--- config.mk ---
export PLATFORM = sky130hd
export DESIGN_NAME = uart_rx_buffer_ctrl
export DESIGN_NICKNAME = d
export VERILOG_FILES = /design/src/rtl/uart_pkg.sv /design/src/rtl/uart_sync_fifo.sv /design/src/rtl/uart_rx_buffer_ctrl.sv
export SDC_FILE = /design/constraint.sdc
export NUM_CORES = 1
export LEC_CHECK = 0
export ABC_AREA = 1
export BUFFER_PORTS_ARGS = -buffer_cell sky130_fd_sc_hd__clkbuf_2
export CORE_MARGIN = 3
export CORE_UTILIZATION = 47
export DETAILED_ROUTE_END_ITERATION = 8
export PLACE_DENSITY_LB_ADDON = 0.05
export SETUP_SLACK_MARGIN = 0.02
export SLEW_MARGIN = 20
export SYNTH_ARGS = -nofsm -noshare
export SYNTH_HDL_FRONTEND = slang
export SYNTH_SLANG_ARGS = --single-unit
--- constraint.sdc ---
create_clock -name CLK -period 4.3 [get_ports CLK]
set_input_delay 0.43 -clock CLK [delete_from_list [all_inputs] [get_ports CLK]]
set_output_delay 0.43 -clock CLK [all_outputs]
set_load 0.01 [all_outputs]
--- src/rtl/uart_pkg.sv ---
// Shared definitions for the UART receive buffer controller.
//   UART_DATA_W   : width of a received character
//   IDLE_BITS_DEF : default bit periods of line idle before Idle_Timeout
//   en_state_e    : receiver-enable FSM encoding
package uart_pkg;

    localparam int UART_DATA_W   = 8;
    localparam int IDLE_BITS_DEF = 20;

    typedef enum logic {
        ST_EN   = 1'b0,
        ST_HOLD = 1'b1
    } en_state_e;

endpackage

--- src/rtl/uart_sync_fifo.sv ---
// Synchronous FIFO holding received bytes.
// Ports:
//   clk_i, rst_ni          : clock, asynchronous active-low reset
//   wr_en_i, wr_data_i     : write request and byte (dropped if full without a read)
//   rd_en_i                : read request (ignored while empty)
//   rd_data_o, rd_valid_o  : registered read byte, one-cycle valid pulse
//   level_o, full_o, empty_o : registered occupancy flags
module uart_sync_fifo
    import uart_pkg::*;
#(
    parameter int DEPTH = 8,
    parameter int AW    = 3
) (
    input  logic                   clk_i,
    input  logic                   rst_ni,
    input  logic                   wr_en_i,
    input  logic [UART_DATA_W-1:0] wr_data_i,
    input  logic                   rd_en_i,
    output logic [UART_DATA_W-1:0] rd_data_o,
    output logic                   rd_valid_o,
    output logic [AW:0]            level_o,
    output logic                   full_o,
    output logic                   empty_o
);

    localparam logic [AW:0] FULL_LVL = (AW+1)'(DEPTH);

    logic [UART_DATA_W-1:0] mem_q [DEPTH];
    logic [AW-1:0]          wptr_q, wptr_d;
    logic [AW-1:0]          rptr_q, rptr_d;
    logic [AW:0]            level_q, level_d;
    logic                   full_q, full_d;
    logic                   empty_q, empty_d;
    logic [UART_DATA_W-1:0] rd_data_q, rd_data_d;
    logic                   rd_valid_q;
    logic                   rd_acc, wr_acc;

    // A write into a full FIFO is still legal when a read frees a slot in
    // the same cycle; there is no read-through when empty.
    assign rd_acc = rd_en_i && !empty_q;
    assign wr_acc = wr_en_i && (!full_q || rd_acc);

    always_comb begin
        wptr_d    = wptr_q;
        rptr_d    = rptr_q;
        level_d   = level_q;
        rd_data_d = rd_data_q;
        if (wr_acc) begin
            wptr_d = wptr_q + AW'(1);
        end
        if (rd_acc) begin
            rptr_d    = rptr_q + AW'(1);
            rd_data_d = mem_q[rptr_q];
        end
        unique case ({wr_acc, rd_acc})
            2'b10:   level_d = level_q + (AW+1)'(1);
            2'b01:   level_d = level_q - (AW+1)'(1);
            default: level_d = level_q;
        endcase
        full_d  = (level_d == FULL_LVL);
        empty_d = (level_d == '0);
    end

    // Storage carries no reset; stale entries are unreachable once the
    // pointers are cleared.
    always_ff @(posedge clk_i) begin
        if (wr_acc) begin
            mem_q[wptr_q] <= wr_data_i;
        end
    end

    always_ff @(posedge clk_i or negedge rst_ni) begin
        if (!rst_ni) begin
            wptr_q     <= '0;
            rptr_q     <= '0;
            level_q    <= '0;
            full_q     <= 1'b0;
            empty_q    <= 1'b1;
            rd_data_q  <= '0;
            rd_valid_q <= 1'b0;
        end else begin
            wptr_q     <= wptr_d;
            rptr_q     <= rptr_d;
            level_q    <= level_d;
            full_q     <= full_d;
            empty_q    <= empty_d;
            rd_data_q  <= rd_data_d;
            rd_valid_q <= rd_acc;
        end
    end

    assign rd_data_o  = rd_data_q;
    assign rd_valid_o = rd_valid_q;
    assign level_o    = level_q;
    assign full_o     = full_q;
    assign empty_o    = empty_q;

endmodule

--- src/rtl/uart_rx_buffer_ctrl.sv ---
// UART receive buffer controller: gates the receiver enable, buffers each
// completed byte in a FIFO and serves it to a consumer via Rd_Req/Rd_Valid.
// Ports:
//   CLK, RSTn                  : clock, asynchronous active-low reset
//   BPS_CLK                    : one-cycle bit-period tick
//   Count_Sig                  : receiver busy with a frame
//   RX_Done_Sig, RX_Data       : completed byte strobe and data
//   RX_En_Sig                  : receiver enable
//   Rd_Req, Rd_Data, Rd_Valid  : consumer read handshake (1-cycle latency)
//   Empty, Full, Level         : FIFO status
//   Overflow, Clr_Ovf          : sticky drop flag and its clear
//   Idle_Timeout               : one-cycle pulse after line idle with data held
module uart_rx_buffer_ctrl
    import uart_pkg::*;
#(
    parameter int DEPTH     = 8,
    parameter int AW        = 3,
    parameter int IDLE_BITS = IDLE_BITS_DEF
) (
    input  logic                   CLK,
    input  logic                   RSTn,
    input  logic                   BPS_CLK,
    input  logic                   Count_Sig,
    input  logic                   RX_Done_Sig,
    input  logic [UART_DATA_W-1:0] RX_Data,
    output logic                   RX_En_Sig,
    input  logic                   Rd_Req,
    output logic [UART_DATA_W-1:0] Rd_Data,
    output logic                   Rd_Valid,
    output logic                   Empty,
    output logic                   Full,
    output logic [AW:0]            Level,
    output logic                   Overflow,
    input  logic                   Clr_Ovf,
    output logic                   Idle_Timeout
);

    localparam int CW = $clog2(IDLE_BITS + 1);

    en_state_e     state_q, state_d;
    logic          ovf_q, ovf_d;
    logic [CW-1:0] idle_cnt_q, idle_cnt_d;
    logic          fired_q, fired_d;
    logic          idle_to_q, idle_to_d;
    logic          drop;

    uart_sync_fifo #(
        .DEPTH (DEPTH),
        .AW    (AW)
    ) u_fifo (
        .clk_i      (CLK),
        .rst_ni     (RSTn),
        .wr_en_i    (RX_Done_Sig),
        .wr_data_i  (RX_Data),
        .rd_en_i    (Rd_Req),
        .rd_data_o  (Rd_Data),
        .rd_valid_o (Rd_Valid),
        .level_o    (Level),
        .full_o     (Full),
        .empty_o    (Empty)
    );

    // Mirrors the FIFO's own write-acceptance rule: a byte is lost only when
    // full and no read frees a slot in the same cycle.
    assign drop = RX_Done_Sig && Full && !(Rd_Req && !Empty);

    // Receiver enable: only drop the enable between frames so a character
    // in flight is never cut off.
    always_comb begin
        state_d   = state_q;
        RX_En_Sig = 1'b1;
        unique case (state_q)
            ST_EN: begin
                if (Full && !Count_Sig) begin
                    state_d = ST_HOLD;
                end
            end
            ST_HOLD: begin
                RX_En_Sig = 1'b0;
                if (!Full) begin
                    state_d = ST_EN;
                end
            end
            default: state_d = ST_EN;
        endcase
    end

    // New drop beats a simultaneous clear so no overflow event is lost.
    always_comb begin
        ovf_d = ovf_q;
        if (drop) begin
            ovf_d = 1'b1;
        end else if (Clr_Ovf) begin
            ovf_d = 1'b0;
        end
    end

    // Idle timer: fired_q keeps the timeout from repeating until another
    // byte arrives, even if the line goes busy and idle again meanwhile.
    always_comb begin
        idle_cnt_d = idle_cnt_q;
        fired_d    = fired_q;
        idle_to_d  = 1'b0;
        if (RX_Done_Sig) begin
            idle_cnt_d = '0;
            fired_d    = 1'b0;
        end else if (Count_Sig || Empty) begin
            idle_cnt_d = '0;
        end else if (BPS_CLK && !fired_q) begin
            if (idle_cnt_q == CW'(IDLE_BITS - 1)) begin
                idle_cnt_d = CW'(IDLE_BITS);
                fired_d    = 1'b1;
                idle_to_d  = 1'b1;
            end else begin
                idle_cnt_d = idle_cnt_q + CW'(1);
            end
        end
    end

    always_ff @(posedge CLK or negedge RSTn) begin
        if (!RSTn) begin
            state_q    <= ST_EN;
            ovf_q      <= 1'b0;
            idle_cnt_q <= '0;
            fired_q    <= 1'b0;
            idle_to_q  <= 1'b0;
        end else begin
            state_q    <= state_d;
            ovf_q      <= ovf_d;
            idle_cnt_q <= idle_cnt_d;
            fired_q    <= fired_d;
            idle_to_q  <= idle_to_d;
        end
    end

    assign Overflow     = ovf_q;
    assign Idle_Timeout = idle_to_q;

endmodule

==> results of run 1 <==
Yosys cell counts (all sizes together):
library cell	instances
a21oi	18
buf	13
clkinv	2
dfrtp	29
dfstp	1
edfxtp	64
ha	6
inv	55
nand2	64
nand3	35
nand4	1
nor2	21
o211ai	17
o21ai	24
o22ai	2
or2	2
xnor2	3
xor2	4
final timing paths:
kind / cells after the start / from / end / slack, ns
max reg2reg: 12 / u_fifo.empty_o / u_fifo.full_o / 1.99
min reg2reg: 2 / u_fifo.rd_data_o[1] / u_fifo.rd_data_o[1] / 0.48
max in group asynchronous: 1 / RSTn / u_fifo.rptr_q[0] / 3.61
max: 12 / u_fifo.empty_o / u_fifo.full_o / 1.99
min: 1 / RSTn / idle_cnt_q[2] / 0.13
min in group CLK: 2 / Clr_Ovf / Overflow / 0.24
sequential cells by signal, indices dropped and copies added, names as in the netlist, 3 cells and up:
| name | flops |
|---|---|
| idle_cnt_q | 5 |
| u_fifo.rptr_q | 3 |
| u_fifo.wptr_q | 3 |
| u_fifo.rd_data_o | 8 |
| u_fifo.level_o | 4 |
| u_fifo.mem_q | 64 |
logic make-up (layout without fill, tap and decap cells):
logic type / count (synthesis) / after routing
buf+inv: 70 / 106
fa+ha+maj: 6 / 6
flops: 94 / 94
compound gates: 61 / 61
xor+xnor: 7 / 7
simple gates: 123 / 123
layout make-up:
type | count | share of cell area (%)
Timing Repair Buffer | 33 | 3.79
Tap cell | 105 | 2.97
Inverter | 57 | 4.83
Clock buffer | 13 | 3.81
Sequential cell | 94 | 60.5
Multi-Input combinational cell | 197 | 23.7
Clock inverter | 3 | 0.396
power breakdown:
part | switching [W] | leakage [nW] | total, W | internal (W)
logic | 0.000515 | 0.811 | 0.000811 | 0.000296
registers | 0.000187 | 0.957 | 0.00135 | 0.00116
clock network | 0.000294 | 0.0954 | 0.000550 | 0.000256
worst max-delay path, cell delays in order, from the launching register on:
cell	delay, ns
dfstp_2	0.40
nor2_4	0.38
o21ai_2	0.16
ha_1	0.28
nor2_2	0.16
nor2_4	0.06
ha_1	0.17
a21oi_1	0.17
inv_1	0.06
nand2_1	0.06
nand3_1	0.08
o211ai_1	0.13
nor2_1	0.08
per-layer routing:
layer | part of all wire (%) | track usage, % | routed length (microns) | vias up
met4 | 0.74 | 5.36 | 61 | 0
li1 | - | - | - | 1274
met2 | 48 | 27.1 | 3920 | 40
met5 | 0 | 0 | 0 | -
met1 | 49 | 26.8 | 4000 | 1220
met3 | 2.8 | 3.61 | 227 | 7
per-stage QoR:
step	instance area [sq um]	instances	total power, W	setup slack [ns]	hold slack (ns)
floorplan	4040	361	0.00196	2.27	0.134
global placement	4240	486	0.00217	1.90	0.463
detailed placement	4240	486	0.00219	1.83	0.468
CTS	4430	502	0.00273	1.96	0.157
global route	4430	502	0.00289	1.76	0.184
finish	4430	502	0.00271	1.99	0.130
==> summary.txt, run 1 <==
Timing
  • Worst-margin pin slew: 0.759 ns
  • Achievable Freq: roughly 0.43 GHz
  • Min Tclk post-route: approximately 2.3 ns
  • Clock skew: around 0.013 ns
  • Final hold vios: 0
  • Final-report setup violation count: 0
  • Unrepaired setup endpoints after global routing: no
  • Setup TNS: 0 ns
  • Slew headroom: between 40% and 50%
  • Period utilisation layout: 53.6%
  • Final count of pins violating max slew: 0

Synth
  • Synth top area share: 47.6%
  • Sequential fraction of the synthesis area: between 60% and 70%
  • Post-Syn Area: 4040 sq um
  • Avg Cell Area, Syn: 11.2 sq um
  • Synth Net Count: approximately 380
  • Post-synthesis mux area share: 0%
  • Simple-gate share of the synthesized area: 13.7%
  • Largest family of logic cells by synthesized area: simple AND/OR/NAND/NOR gates
  • Post-Synth Adder-Cell Area: 1.86%
  • Flops & latches, synth: 94
  • Synth area leaders: edfxtp_1 48%, dfrtp_1 18%, nand2_1 5.8%
  • Synth warn: 0
  • Mapped Cells: 361
  • XOR/XNOR share of the synthesized area: 1.52%
  • Synth Area in Compound Gates: 8.95%
  • Synth area leader: edfxtp_1
  • Yosys cell types: 28

Global routing
  • GRT Total Usage: 18.1%
  • Global-route wire length before repair: 13100 microns
  • Number of global-route vias before repair: 2426
  • Initial antenna violation count: 0
  • Largest net degree at the start of global routing: 67
  • Total congestion overflow: 0

Clocking
  • CTS tree: yes
  • H-tree depth: 3
  • Hold_buf cts: 0
  • Clock insertion delay at the later pin of the skew report: about 0.36 ns
  • Worst-path clk slew: 0.09 ns
  • Cts repair resizes: 0
  • Post-CTS setup buffers: 0
  • Num CTS Buffers: 9
  • Longest Clk Path Bufs: 2
  • Total clock sinks: 94
  • Root Buffer: clkbuf_8

Route
  • Vias/cell: 5.06
  • Routed wire length: 8200 microns
  • WL per Instance: 16.3 microns
  • Via count: around 2500
  • DR pass1 iterations: 4
  • Final ANT Viol Nets: 0
  • Initial drt markers: around 210
  • Residual DRC: 0

Layout
  • Nets@finish: between 400 and 500
  • N_diodes: 0
  • Filler instances: 737
  • Layout cells sized above 1: 16.9%
  • Reg area: 2680 sq um
  • Area Growth Syn to Fin: 9.57%
  • Layout Utilization: a little over half
  • Most frequent cells in the layout: 64 x edfxtp_1, 62 x nand2_1, 52 x inv_1
  • Multi-input logic area: approximately 1100 sq um
  • Leading cell type in the layout, fill and taps excluded: edfxtp_1

Die
  • # IOs: 33
  • Row count: 33
  • Die Span Y: 98.7 microns
  • Die area: 9750 sq um
  • Chip width: between 90 and 100 microns
  • Starting Density: 48.7%
  • CORE AREA: 8300 sq um

Worst setup path
  • Crit Path Category: flip-flop to flip-flop
  • CP arrival: between 2 and 3 ns
  • Critical path endpoint category: flip-flop
  • Critical Path RT: 4.53 ns
  • Worst-path fanout max: 17
  • Startpoint types: flip-flop

Placement
  • Placer congestion estimate: 0.843
  • Final HPWL DP: 5530 microns
  • Port Buffers: 32

Pwr
  • PwrDens: just over 600 nW/um^2
  • Max VDD drop: approximately 250 uV
  • Leakage: between 1.5 and 2 nW

Min path
  • Worst Hold Class: primary input to async pin

Run status
  • Status: finished, final reports clean

Flow run
  • Total of max-cap violations: 0
Note: power is estimated with default switching activity, not from simulation.
==> run 2: changes to the inputs <==
Clock period 4.3 ns to 2.2 ns, I/O delays scaled along.
==> run 2 against run 1 <==
- sequential power grew 85%
- largest cell class unchanged
- cell area increased by 5.3%
- wire length fell by 3.3%
- first-iteration DRC count fell by 30%
- critical endpoint unchanged
- register-to-register slack worse by 1.8 ns
- fmax increased by 14%
- core utilization grew 2.8 points
==> summary.txt, run 2 (synthesis gave the netlist of run 1 again) <==
Die
  • CORE AREA: 8300 sq um (unchanged)
  • Die Span Y: 98.7 microns (unchanged)
  • # IOs: 33 (unchanged)
  • Row count: 33 (unchanged)
  • Die area: 9750 sq um (unchanged)
  • Chip width: 98.7 microns (unchanged)
  • Starting Density: 48.7% (unchanged)

Pwr
  • Max VDD drop: 555 uV (was 253 uV)
  • Register share of total power: 44.6% (was 49.7%)
  • Cell-internal power: 0.00363 W (was 0.00171 W)
  • Switching Fraction: 35.1% (was 36.8%)
  • PwrDens: 1200 nW/um^2 (was 611 nW/um^2)
  • Comb pwr share: 33.3% (was 30.0%)
  • P_sw: 0.00196 W (was 0.000995 W)
  • Leakage: 2.00 nW (was 1.86 nW)
  • Clock power share: 22.1% (was 20.3%)

Timing
  • Final hold vios: 0 (unchanged)
  • Achievable Freq: 0.496 GHz (was 0.434 GHz)
  • WHS: 0.0376 ns (was 0.130 ns)
  • Period utilisation layout: 91.7% (was 53.6%)
  • Unrepaired setup endpoints after global routing: no (unchanged)
  • Min Tclk post-route: 2.02 ns (was 2.31 ns)
  • Clock skew: 0.0133 ns (was 0.0130 ns)
  • Setup TNS: 0 ns (unchanged)
  • Final count of pins violating max slew: 0 (unchanged)
  • Worst-margin pin slew: 0.770 ns (was 0.759 ns)
  • Final-report setup violation count: 0 (unchanged)
  • Worst setup margin: 0.183 ns (was 1.99 ns)
  • Slew headroom: 48.7% (was 49.4%)

Worst setup path
  • Crit Path Category: flip-flop to flip-flop (unchanged)
  • Startpoint types: flip-flop (unchanged)
  • Critical Path RT: 2.43 ns (was 4.53 ns)
  • CP arrival: 2.25 ns (was 2.54 ns)
  • Critical path endpoint category: flip-flop (unchanged)
  • Worst-path fanout max: 4 (was 17)

Layout
  • Most frequent cells in the layout: 64 x edfxtp_1, 62 x nand2_1, 52 x inv_1 (unchanged)
  • Multi-input logic area: 1070 sq um (was 1050 sq um)
  • Nets@finish: 436 (was 413)
  • Register bank with the most flops: u_fifo.mem_q (unchanged)
  • Reg area: 2680 sq um (about the same)
  • N_diodes: 0 (unchanged)
  • Filler instances: 702 (was 737)
  • Layout cells sized above 1: 21.4% (was 16.9%)
  • Layout Utilization: 56.2% (was 53.4%)
  • Area Growth Syn to Fin: 15.4% (was 9.57%)
  • Leading cell type in the layout, fill and taps excluded: edfxtp_1 (unchanged)
  • Max FFs per register: 64 (unchanged)

Global routing
  • M2 GR Usage: 26.7% (was 27.1%)
  • Total congestion overflow: 0 (unchanged)
  • GR Util met1: 23.6% (was 26.8%)
  • Routing usage on met3: 4.39% (was 3.61%)
  • Global-route wire length before repair: 12600 microns (was 13100 microns)
  • Largest net degree at the start of global routing: 34 (was 67)
  • Number of global-route vias before repair: 2432 (was 2426)
  • GRT busiest layer: met2 (unchanged)
  • Initial antenna violation count: 0 (unchanged)
  • GRT Total Usage: 17.0% (was 18.1%)

Clocking
  • Total clock sinks: 94 (unchanged)
  • CTS tree: yes (unchanged)
  • Longest Clk Path Bufs: 2 (unchanged)
  • Post-CTS setup buffers: 0 (unchanged)
  • Clock insertion delay at the later pin of the skew report: 0.35 ns (was 0.36 ns)
  • H-tree depth: 3 (unchanged)
  • Num CTS Buffers: 9 (unchanged)
  • Worst-path clk slew: 0.10 ns (was 0.09 ns)
  • Root Buffer: clkbuf_8 (unchanged)

Route
  • Routed wire length: 7930 microns (was 8200 microns)
  • WL per Instance: 15.1 microns (was 16.3 microns)
  • Vias/cell: 4.92 (was 5.06)
  • DR pass1 iterations: 4 (unchanged)
  • Via count: 2584 (was 2541)
  • Final ANT Viol Nets: 0 (unchanged)
  • Residual DRC: 0 (unchanged)
  • Initial drt markers: 144 (was 207)

Placement
  • Port Buffers: 32 (unchanged)
  • Final HPWL DP: 5400 microns (was 5530 microns)
  • Setup slack at placement: 0.111 ns (was 1.83 ns)
  • Placer congestion estimate: 0.864 (was 0.843)

Min path
  • Worst Hold Class: primary input to flip-flop (was primary input to async pin)

Flow run
  • Total of max-cap violations: 0 (unchanged)

Run status
  • Status: finished, final reports clean (unchanged)
[run 2: cell count changes in the layout (fill, tap and decap cells not counted), sizes merged]
cell         delta
buf            +22
clkbuf          -3
bufinv          +2
inv             +1
dlygate4sd3     +1
[run 2: timing repair]
item	CTS	global route
gates resized for setup	0	4
setup endpoints to repair	0	2
endpoints found under the hold margin	29	0
hold buffers	1	0
[run 2: layout make-up]
cell class | instances | share of cell area, %
flip-flops and latches | 94 | 57.4
multi-input cells | 197 | 23.0
repair buffers | 56 | 7.62
inverters | 57 | 4.59
well taps | 105 | 2.82
clock buffers | 10 | 2.74
clock inverters | 6 | 1.82
[run 2: power by group through the flow]
stage	clock (W)	combinational, W	sequential [W]
floorplan	0	0.00132	0.00250
global placement	0	0.00185	0.00253
detailed placement	0	0.00187	0.00254
CTS	0.00127	0.00188	0.00250
global route	0.00135	0.00208	0.00255
finish	0.00123	0.00186	0.00250
[run 2: layer usage]
layer | vias to the layer above | wire length [microns]
met3 | 8 | 352
li1 | 1318 | -
met1 | 1209 | 3660
met4 | 0 | 83
met2 | 49 | 3840
met5 | - | 0
[run 2: worst max-delay path: stages, from the launching register on]
cell and delay (ns):
dfstp_2 0.58, nor2_4 0.07, o21ai_4 0.15, ha_4 0.17
nand2_1 0.06, inv_2 0.10, nor2_4 0.05, ha_1 0.18
a21oi_2 0.12, inv_1 0.06, nand2_1 0.05, nand3_1 0.08
o211ai_1 0.14, nor2_1 0.09
[run 2: stage by stage]
step / instances / instance area [sq um] / power (W)
2_1_floorplan: 361 / 4040 / 0.00383
6_report: 525 / 4660 / 0.00559
5_1_grt: 525 / 4660 / 0.00598
4_1_cts: 525 / 4640 / 0.00565
3_5_place_dp: 508 / 4420 / 0.00441
3_3_place_gp: 508 / 4420 / 0.00438
[run 2: final timing paths]
kind	from	end	slack, ns	cells after the start
min in group asynchronous	RSTn	u_fifo.rd_data_o[0]	0.46	2
max	u_fifo.empty_o	u_fifo.full_o	0.18	13
max reg2reg	u_fifo.empty_o	u_fifo.full_o	0.18	13
min reg2reg	u_fifo.rd_data_o[4]	u_fifo.rd_data_o[4]	0.48	2
min	Clr_Ovf	Overflow	0.04	2
max in group asynchronous	RSTn	u_fifo.rptr_q[0]	1.20	2
